==> src/rtl/default_slave_pkg.sv <==
// Shared AXI constants and state encodings for the default (error) slave.
package default_slave_pkg;

    localparam int ID_W_DEF  = 8;
    localparam int LEN_W_DEF = 4;

    localparam logic [1:0] RESP_OKAY   = 2'b00;
    localparam logic [1:0] RESP_DECERR = 2'b11;

    typedef enum logic [1:0] {
        W_IDLE = 2'd0,
        W_DATA = 2'd1,
        W_RESP = 2'd2
    } w_state_t;

    typedef enum logic {
        R_IDLE = 1'b0,
        R_DATA = 1'b1
    } r_state_t;

endpackage

==> src/rtl/default_slave.sv <==
// AXI default slave: sinks any transaction that matches no address window and
// answers it with DECERR. Write data is discarded; read data is all zeros.
//
// state  | meaning
// W_IDLE | ready for a write address
// W_DATA | swallowing write beats until WLAST
// W_RESP | holding the DECERR write response until BREADY
// R_IDLE | ready for a read address
// R_DATA | returning zero beats until the ARLEN-th beat is taken
module default_slave
    import default_slave_pkg::*;
#(
    parameter int ID_W   = ID_W_DEF,
    parameter int DATA_W = 32,
    parameter int LEN_W  = LEN_W_DEF
) (
    input  logic              ACLK,
    input  logic              ARESET,
    input  logic [ID_W-1:0]   AWID,
    input  logic [LEN_W-1:0]  AWLEN,
    input  logic              AWVALID,
    output logic              AWREADY,
    input  logic              WLAST,
    input  logic              WVALID,
    output logic              WREADY,
    output logic [ID_W-1:0]   BID,
    output logic [1:0]        BRESP,
    output logic              BVALID,
    input  logic              BREADY,
    input  logic [ID_W-1:0]   ARID,
    input  logic [LEN_W-1:0]  ARLEN,
    input  logic              ARVALID,
    output logic              ARREADY,
    output logic [ID_W-1:0]   RID,
    output logic [DATA_W-1:0] RDATA,
    output logic [1:0]        RRESP,
    output logic              RLAST,
    output logic              RVALID,
    input  logic              RREADY
);

    w_state_t         r_w_state;
    r_state_t         r_r_state;
    logic [ID_W-1:0]  r_bid;
    logic [ID_W-1:0]  r_rid;
    logic [LEN_W-1:0] r_arlen;
    logic [LEN_W-1:0] r_beat;
    logic             w_last_beat;
    logic             w_unused;

    // Write bursts end only on WLAST, so the advertised length is never looked at.
    assign w_unused = ^AWLEN;

    always_ff @(posedge ACLK) begin
        if (ARESET) begin
            r_w_state <= W_IDLE;
            r_bid     <= '0;
        end else begin
            case (r_w_state)
                W_IDLE: begin
                    if (AWVALID) begin
                        r_bid     <= AWID;
                        r_w_state <= W_DATA;
                    end
                end
                W_DATA: begin
                    if (WVALID && WLAST) begin
                        r_w_state <= W_RESP;
                    end
                end
                W_RESP: begin
                    if (BREADY) begin
                        r_w_state <= W_IDLE;
                    end
                end
                default: r_w_state <= W_IDLE;
            endcase
        end
    end

    // The counter stops at ARLEN, so a 16-beat burst never wraps the LEN_W-bit count.
    assign w_last_beat = (r_beat == r_arlen);

    always_ff @(posedge ACLK) begin
        if (ARESET) begin
            r_r_state <= R_IDLE;
            r_rid     <= '0;
            r_arlen   <= '0;
            r_beat    <= '0;
        end else begin
            case (r_r_state)
                R_IDLE: begin
                    if (ARVALID) begin
                        r_rid     <= ARID;
                        r_arlen   <= ARLEN;
                        r_beat    <= '0;
                        r_r_state <= R_DATA;
                    end
                end
                R_DATA: begin
                    if (RREADY) begin
                        if (w_last_beat) begin
                            r_r_state <= R_IDLE;
                        end else begin
                            r_beat <= r_beat + 1'b1;
                        end
                    end
                end
                default: r_r_state <= R_IDLE;
            endcase
        end
    end

    assign AWREADY = (r_w_state == W_IDLE);
    assign WREADY  = (r_w_state == W_DATA);
    assign BVALID  = (r_w_state == W_RESP);
    assign BID     = r_bid;
    assign BRESP   = RESP_DECERR;

    assign ARREADY = (r_r_state == R_IDLE);
    assign RVALID  = (r_r_state == R_DATA);
    assign RLAST   = (r_r_state == R_DATA) && w_last_beat;
    assign RID     = r_rid;
    assign RDATA   = '0;
    assign RRESP   = RESP_DECERR;

endmodule

==> config.mk <==
export PLATFORM = sky130hd
export DESIGN_NAME = default_slave
export DESIGN_NICKNAME = d
export VERILOG_FILES = /design/src/rtl/default_slave_pkg.sv /design/src/rtl/default_slave.sv
export SDC_FILE = /design/constraint.sdc
export NUM_CORES = 1
export LEC_CHECK = 0
export ABC_AREA = 1
export ABC_CLOCK_PERIOD_IN_PS = 2600
export CAP_MARGIN = 20
export CORE_MARGIN = 4
export CORE_UTILIZATION = 39
export DETAILED_ROUTE_END_ITERATION = 10
export PLACE_DENSITY = 0.92
export SYNTH_ARGS = -nofsm -noshare
export SYNTH_HDL_FRONTEND = slang
export SYNTH_SLANG_ARGS = --single-unit
==> constraint.sdc <==
create_clock -name ACLK -period 2.6 [get_ports ACLK]
set_clock_uncertainty 0.1 [all_clocks]
set_input_delay 0.52 -clock ACLK [delete_from_list [all_inputs] [get_ports ACLK]]
set_output_delay 0.52 -clock ACLK [all_outputs]
set_load 0.005 [all_outputs]
# Word level (Yosys, flattened, before mapping)
# Cells that the tools add are included.
[totals]
in_bits = 32
register_bits = 27
elab_cells = 36
out_inout_bits = 58
[classes]
bitwise = 1
muxes = 12
addsub = 1
n_eq_ne = 9
reduce_logical = 7
[op_table]
columns = ["cell", "count"]
rows = [
  ["2-to-1 mux 4 bit", 3],
  ["inequality test 2 bit (second input constant)", 4],
  ["one-hot mux 4 bit (2 select lines)", 1],
  ["2-to-1 mux 2 bit", 3],
  ["one-hot mux 2 bit (3 select lines)", 1],
  ["AND reduction 3 bit", 2],
  ["adder 4 x 1 -> 4 bit (second input constant)", 1],
  ["== test 4 bit", 1],
  ["inequality test 2 x 1 -> 1 bit (second input constant)", 2],
  ["AND reduction 2 bit", 2],
  ["2-to-1 mux 1 bit", 3],
  ["== test 2 x 1 -> 1 bit (second input constant)", 1],
  ["== test 2 bit (second input constant)", 1],
  ["logical AND 1 bit", 2],
  ["logical NOT 2 bit", 1],
  ["one-hot mux 1 bit (2 select lines)", 1],
  ["NOT 1 bit", 1],
]

# Depth between registers and ports, before layout
[logic_depth]
word_depth = 4
depth_mapped = 9
mapped_depth_nobuf = 9

# Worst setup path before layout
# No wires, ideal clock.
[synth_timing]
path_type = "reg-to-output"
startpoint = "register r_beat[0]"
endpoint = "output port RLAST"
required_ps = 1980
slack_ps = 1131
stages_incl_launch_ff = 7
arrival_time_ps = 849
path_buffers = 0
cell_sequence = "dfxtp_1 inv_2 nand2_1 nand2_1 nor2_1 nand3_2 inv_1"
[synth_between]
elab_chain_cells = 2
[synth_lines]
columns = ["element", "line", "text"]
rows = [
  ["from (decl)", "default_slave.sv:47", "logic [LEN_W-1:0] r_beat;"],
  ["from (signal assigned)", "default_slave.sv:105", "r_beat <= r_beat + 1'b1;"],
  ["== test 4 bit", "default_slave.sv:82", "assign w_last_beat = (r_beat == r_arlen);"],
  ["logical AND 1 bit", "default_slave.sv:122", "assign RLAST = (r_r_state == R_DATA) && w_last_beat;"],
  ["to (decl)", "default_slave.sv:37", "output logic RLAST,"],
]
# Every way passes these cells.

# Final worst setup path
[layout_timing]
startpoint = "register r_beat[1]"
endpoint = "output port RLAST"
# Same word-level chain as after synthesis.

==> metrics.md <==
| Metric | Value |
|---|---|
| Outcome | finished, final reports clean |
| # rows | 21 |
| Antenna violations before repair | 0 |
| Total routing usage reported by global routing | 11.8% |
| Final worst-path setup slack | 0.208 ns |
| Overflow after GRT | 0 |
| Count of inserted antenna diode cells | 0 |
| Most numerous cell in the Yosys netlist | sky130_fd_sc_hd__nor2_1 |
| Largest net degree at the start of global routing | 24 |
| Total length of routed met3 wires | 311 um |
| End point of the most critical hold path | r_arlen[1] |
| Worst slew margin | 60.0% |
| Number of enable flip-flop cells after synthesis | 0 |
| Mapped Area | 1410 um2 |
| Required time of the critical path | 1.98 ns |
| Kind of capture point of the worst setup path | primary output |
| Leak | 0.837 nW |
| Final weighted congestion in routability-driven placement | 0.833 |
| Clock-pin slew on the worst setup and hold paths | 0.15 ns |
| Top cells by count, synth | 43 x sky130_fd_sc_hd__nor2_1, 37 x sky130_fd_sc_hd__buf_4, 27 x sky130_fd_sc_hd__dfxtp_1 |
| DRT Wirelength | 2.81 mm |
| RSZ-0062 raised after global routing | false |
| Cells on Worst Hold Path | 2 |
| Sequential fraction of design power | 53.1% |
| Placeable Area | 3420 um2 |
| First-pass detailed-route iteration total | 4 |
| Total net switching power | 0.260 mW |
| Peak clock frequency supported by timing | 418 MHz |
| Count of input and output buffers | 49 |
| Hold violation count in the final report | 0 |
| Mean instance size in the synthesized netlist | 7.12 um2 |
| Launch instance of the worst register-to-register path | RVALID |
| Predominant post-synthesis flop cell | sky130_fd_sc_hd__dfxtp_1 |
| DRC violation count after routing | 0 |
| Filler-free cell count of the finished design | 292 |
| Clock network fraction of design power | 21.0% |
| Overall die area | 4640 um2 |
| Number of buffers added to fix hold violations after cts | 0 |
| Power after layout | 0.890 mW |
| Global-route wire length before repair | 4.24 mm |
| Insertion delay of the later-clocked pin in the worst-skew pair | 0.32 ns |
| Async set or reset register ratio after synthesis | 0% |
| Power per cell area | 486 nW/um2 |
| Number of top-level design ports | 90 |
| DR iter-0 viols | 40 |
| Die Ht | 68.1 um |
| Root cell of the clock tree | sky130_fd_sc_hd__clkbuf_4 |
| Hold Startpoint | r_arlen[1] |
| Final setup violation count | 0 |
| Die width | 68.1 um |
| Total Nets Final | 280 |
| Cts bufs inserted | 3 |
| Unique cell type count in the Yosys netlist | 20 |
| Design area | 1830 um2 |
| Avg Vias per Cell | 4.22 |
| Util after Layout | 53.6% |
| Hold_ws | 0.380 ns |
| Maximum fanout along the worst path | 5 |
| Relative contribution of combinational cells to total power | 25.9% |
| Final critical delay including setup and external delays | 2.39 ns |
| Setup Total Neg Slack | 0 ns |
| Total half-perimeter wirelength after legalization and detailed placement | 2.28 mm |
| Slew at the pin with the worst max-slew slack | 0.599 ns |
| Arrival time at the worst endpoint | 1.77 ns |
| Detail-routed net length per standard cell | 9.61 um |
| Placement Cell Area | 1800 um2 |
| Share of the clock period used by the worst path after layout | 92.0% |
| Final ANT Viol Nets | 0 |
| Main area contributors after synthesis | sky130_fd_sc_hd__dfxtp_1 38%, sky130_fd_sc_hd__buf_4 20%, sky130_fd_sc_hd__nor2_1 11% |
| Sequential cell area fraction in the yosys report | 38.4% |
| Growth of design area from synthesis to finish | 30.0% |
| Internal reg-to-reg setup slack | 1.18 ns |
| Max-slew violation count | 0 |
| Type of the worst setup path | reg -> out |
| Power Internal | 0.630 mW |
| Ratio of cells with drive above 1 in the final layout | 5.69% |
| Number of global-route vias before repair | 1012 |
| Uppermost signal routing layer after detailed routing | met4 |
| Maximum resistive drop on vdd | 0.362 mV |
| Cell total after placement | 288 |
| Setup slack after placement | 0.523 ns |
| Synthesis-stage register bit count | 27 |
| Max_cap viols | 0 |
| Type of origin of the critical path | register |
| Logic depth of the worst register-to-register path | 7 |
| Maximum clock path buffer count | 2 |
| DRT met1 WL | 1.08 mm |
| Number of levels the H-tree was split into | 1 |
| Switching Fraction | 29.2% |
| Portion of synthesized cell area occupied by the leading cell type | 38.4% |
| CTS tree | built |
| Type of the most critical hold path | reg -> reg |
| Clock tree sinks | 27 |
| Total met2 wirelength after detailed routing | 1.40 mm |
| Routed via count | 1233 |
| Synth Instances | 198 |
| Initial Utilization | 41.2% |
| Post-synth top area cell | sky130_fd_sc_hd__dfxtp_1 |
| FF-to-FF End | r_beat[3] |
| Syn. warnings | 0 |
==> layout make-up <==
type                    count  area (um2)
fillers                   338        1580
multi-input cells         147         638
flip-flops and latches     27         544
repair buffers             49         490
inverters                  19        71.3
well taps                  46        57.6
clock buffers               3        22.5
clock inverters             1        7.51
==> worst max-delay path by stage <==
| stage | startpoint | endpoint | slack, ns | cells past startpoint |
|---|---|---|---|---|
| floorplan | r_beat[0] | RLAST | 1.13 | 6 |
| global placement | r_beat[1] | RLAST | 0.57 | 7 |
| detailed placement | r_beat[1] | RLAST | 0.52 | 7 |
| CTS | r_beat[1] | RLAST | 0.13 | 7 |
| global route | r_beat[2] | RLAST | 0.06 | 7 |
| finish | r_beat[1] | RLAST | 0.21 | 7 |
==> cells in the final DEF (no fill, tap or decap), types with 2 or more instances in the layout <==
cell                              count
sky130_fd_sc_hd__dfxtp_1             24
sky130_fd_sc_hd__clkdlybuf4s50_1     49
sky130_fd_sc_hd__o21ai_0             22
sky130_fd_sc_hd__clkbuf_4             3
sky130_fd_sc_hd__conb_1              36
sky130_fd_sc_hd__nand2_1             24
sky130_fd_sc_hd__a21oi_1              7
sky130_fd_sc_hd__nor2_1              43
sky130_fd_sc_hd__nand3_1              6
sky130_fd_sc_hd__nand2_2              2
sky130_fd_sc_hd__inv_1               18
sky130_fd_sc_hd__dfxtp_2              3
==> cells by family (layout without fill, tap and decap cells) <==
logic type	Yosys count	count (layout)	synth area share, %
buf+inv	58	72	25.4
compound gates	30	30	10.9
other cells	2	36	0.533
flops	27	27	38.4
fa+ha+maj	1	1	0.888
simple gates	79	79	23.3
xor+xnor	1	1	0.622
==> worst max-delay path: stages (launching register included) <==
cell                              delay, ns
sky130_fd_sc_hd__dfxtp_2               0.40
sky130_fd_sc_hd__inv_1                 0.05
sky130_fd_sc_hd__nand2_1               0.05
sky130_fd_sc_hd__nand2_1               0.05
sky130_fd_sc_hd__nor2_1                0.17
sky130_fd_sc_hd__nand3_2               0.16
sky130_fd_sc_hd__inv_1                 0.08
sky130_fd_sc_hd__clkdlybuf4s50_1       0.49
==> metal layers <==
metal / up-vias / track usage, %
met4: 0 / 1.49
li1: 637 / -
met5: - / 0
met1: 540 / 13.6
met3: 2 / 4.60
met2: 54 / 20.9
==> what timing repair did <==
item / CTS / global route
resized for setup: 0 / 3
endpoints found under the setup margin: 0 / 1
setup buffers: 0 / 0
==> registers in the layout, summed over array words and instances, names as in the netlist <==
register / count
r_arlen: 4
r_w_state: 2
r_beat: 4
BID: 8
RID: 8
RVALID: 1
==> power groups by stage <==
| stage | Clock [mW] | Combinational (mW) | Sequential, mW |
|---|---|---|---|
| 2_1_floorplan | 0 | 0.152 | 0.481 |
| 3_3_place_gp | 0 | 0.226 | 0.479 |
| 3_5_place_dp | 0 | 0.231 | 0.482 |
| 4_1_cts | 0.198 | 0.232 | 0.472 |
| 5_1_grt | 0.215 | 0.263 | 0.478 |
| 6_report | 0.187 | 0.231 | 0.472 |
Power figures use the tool's default switching activity.
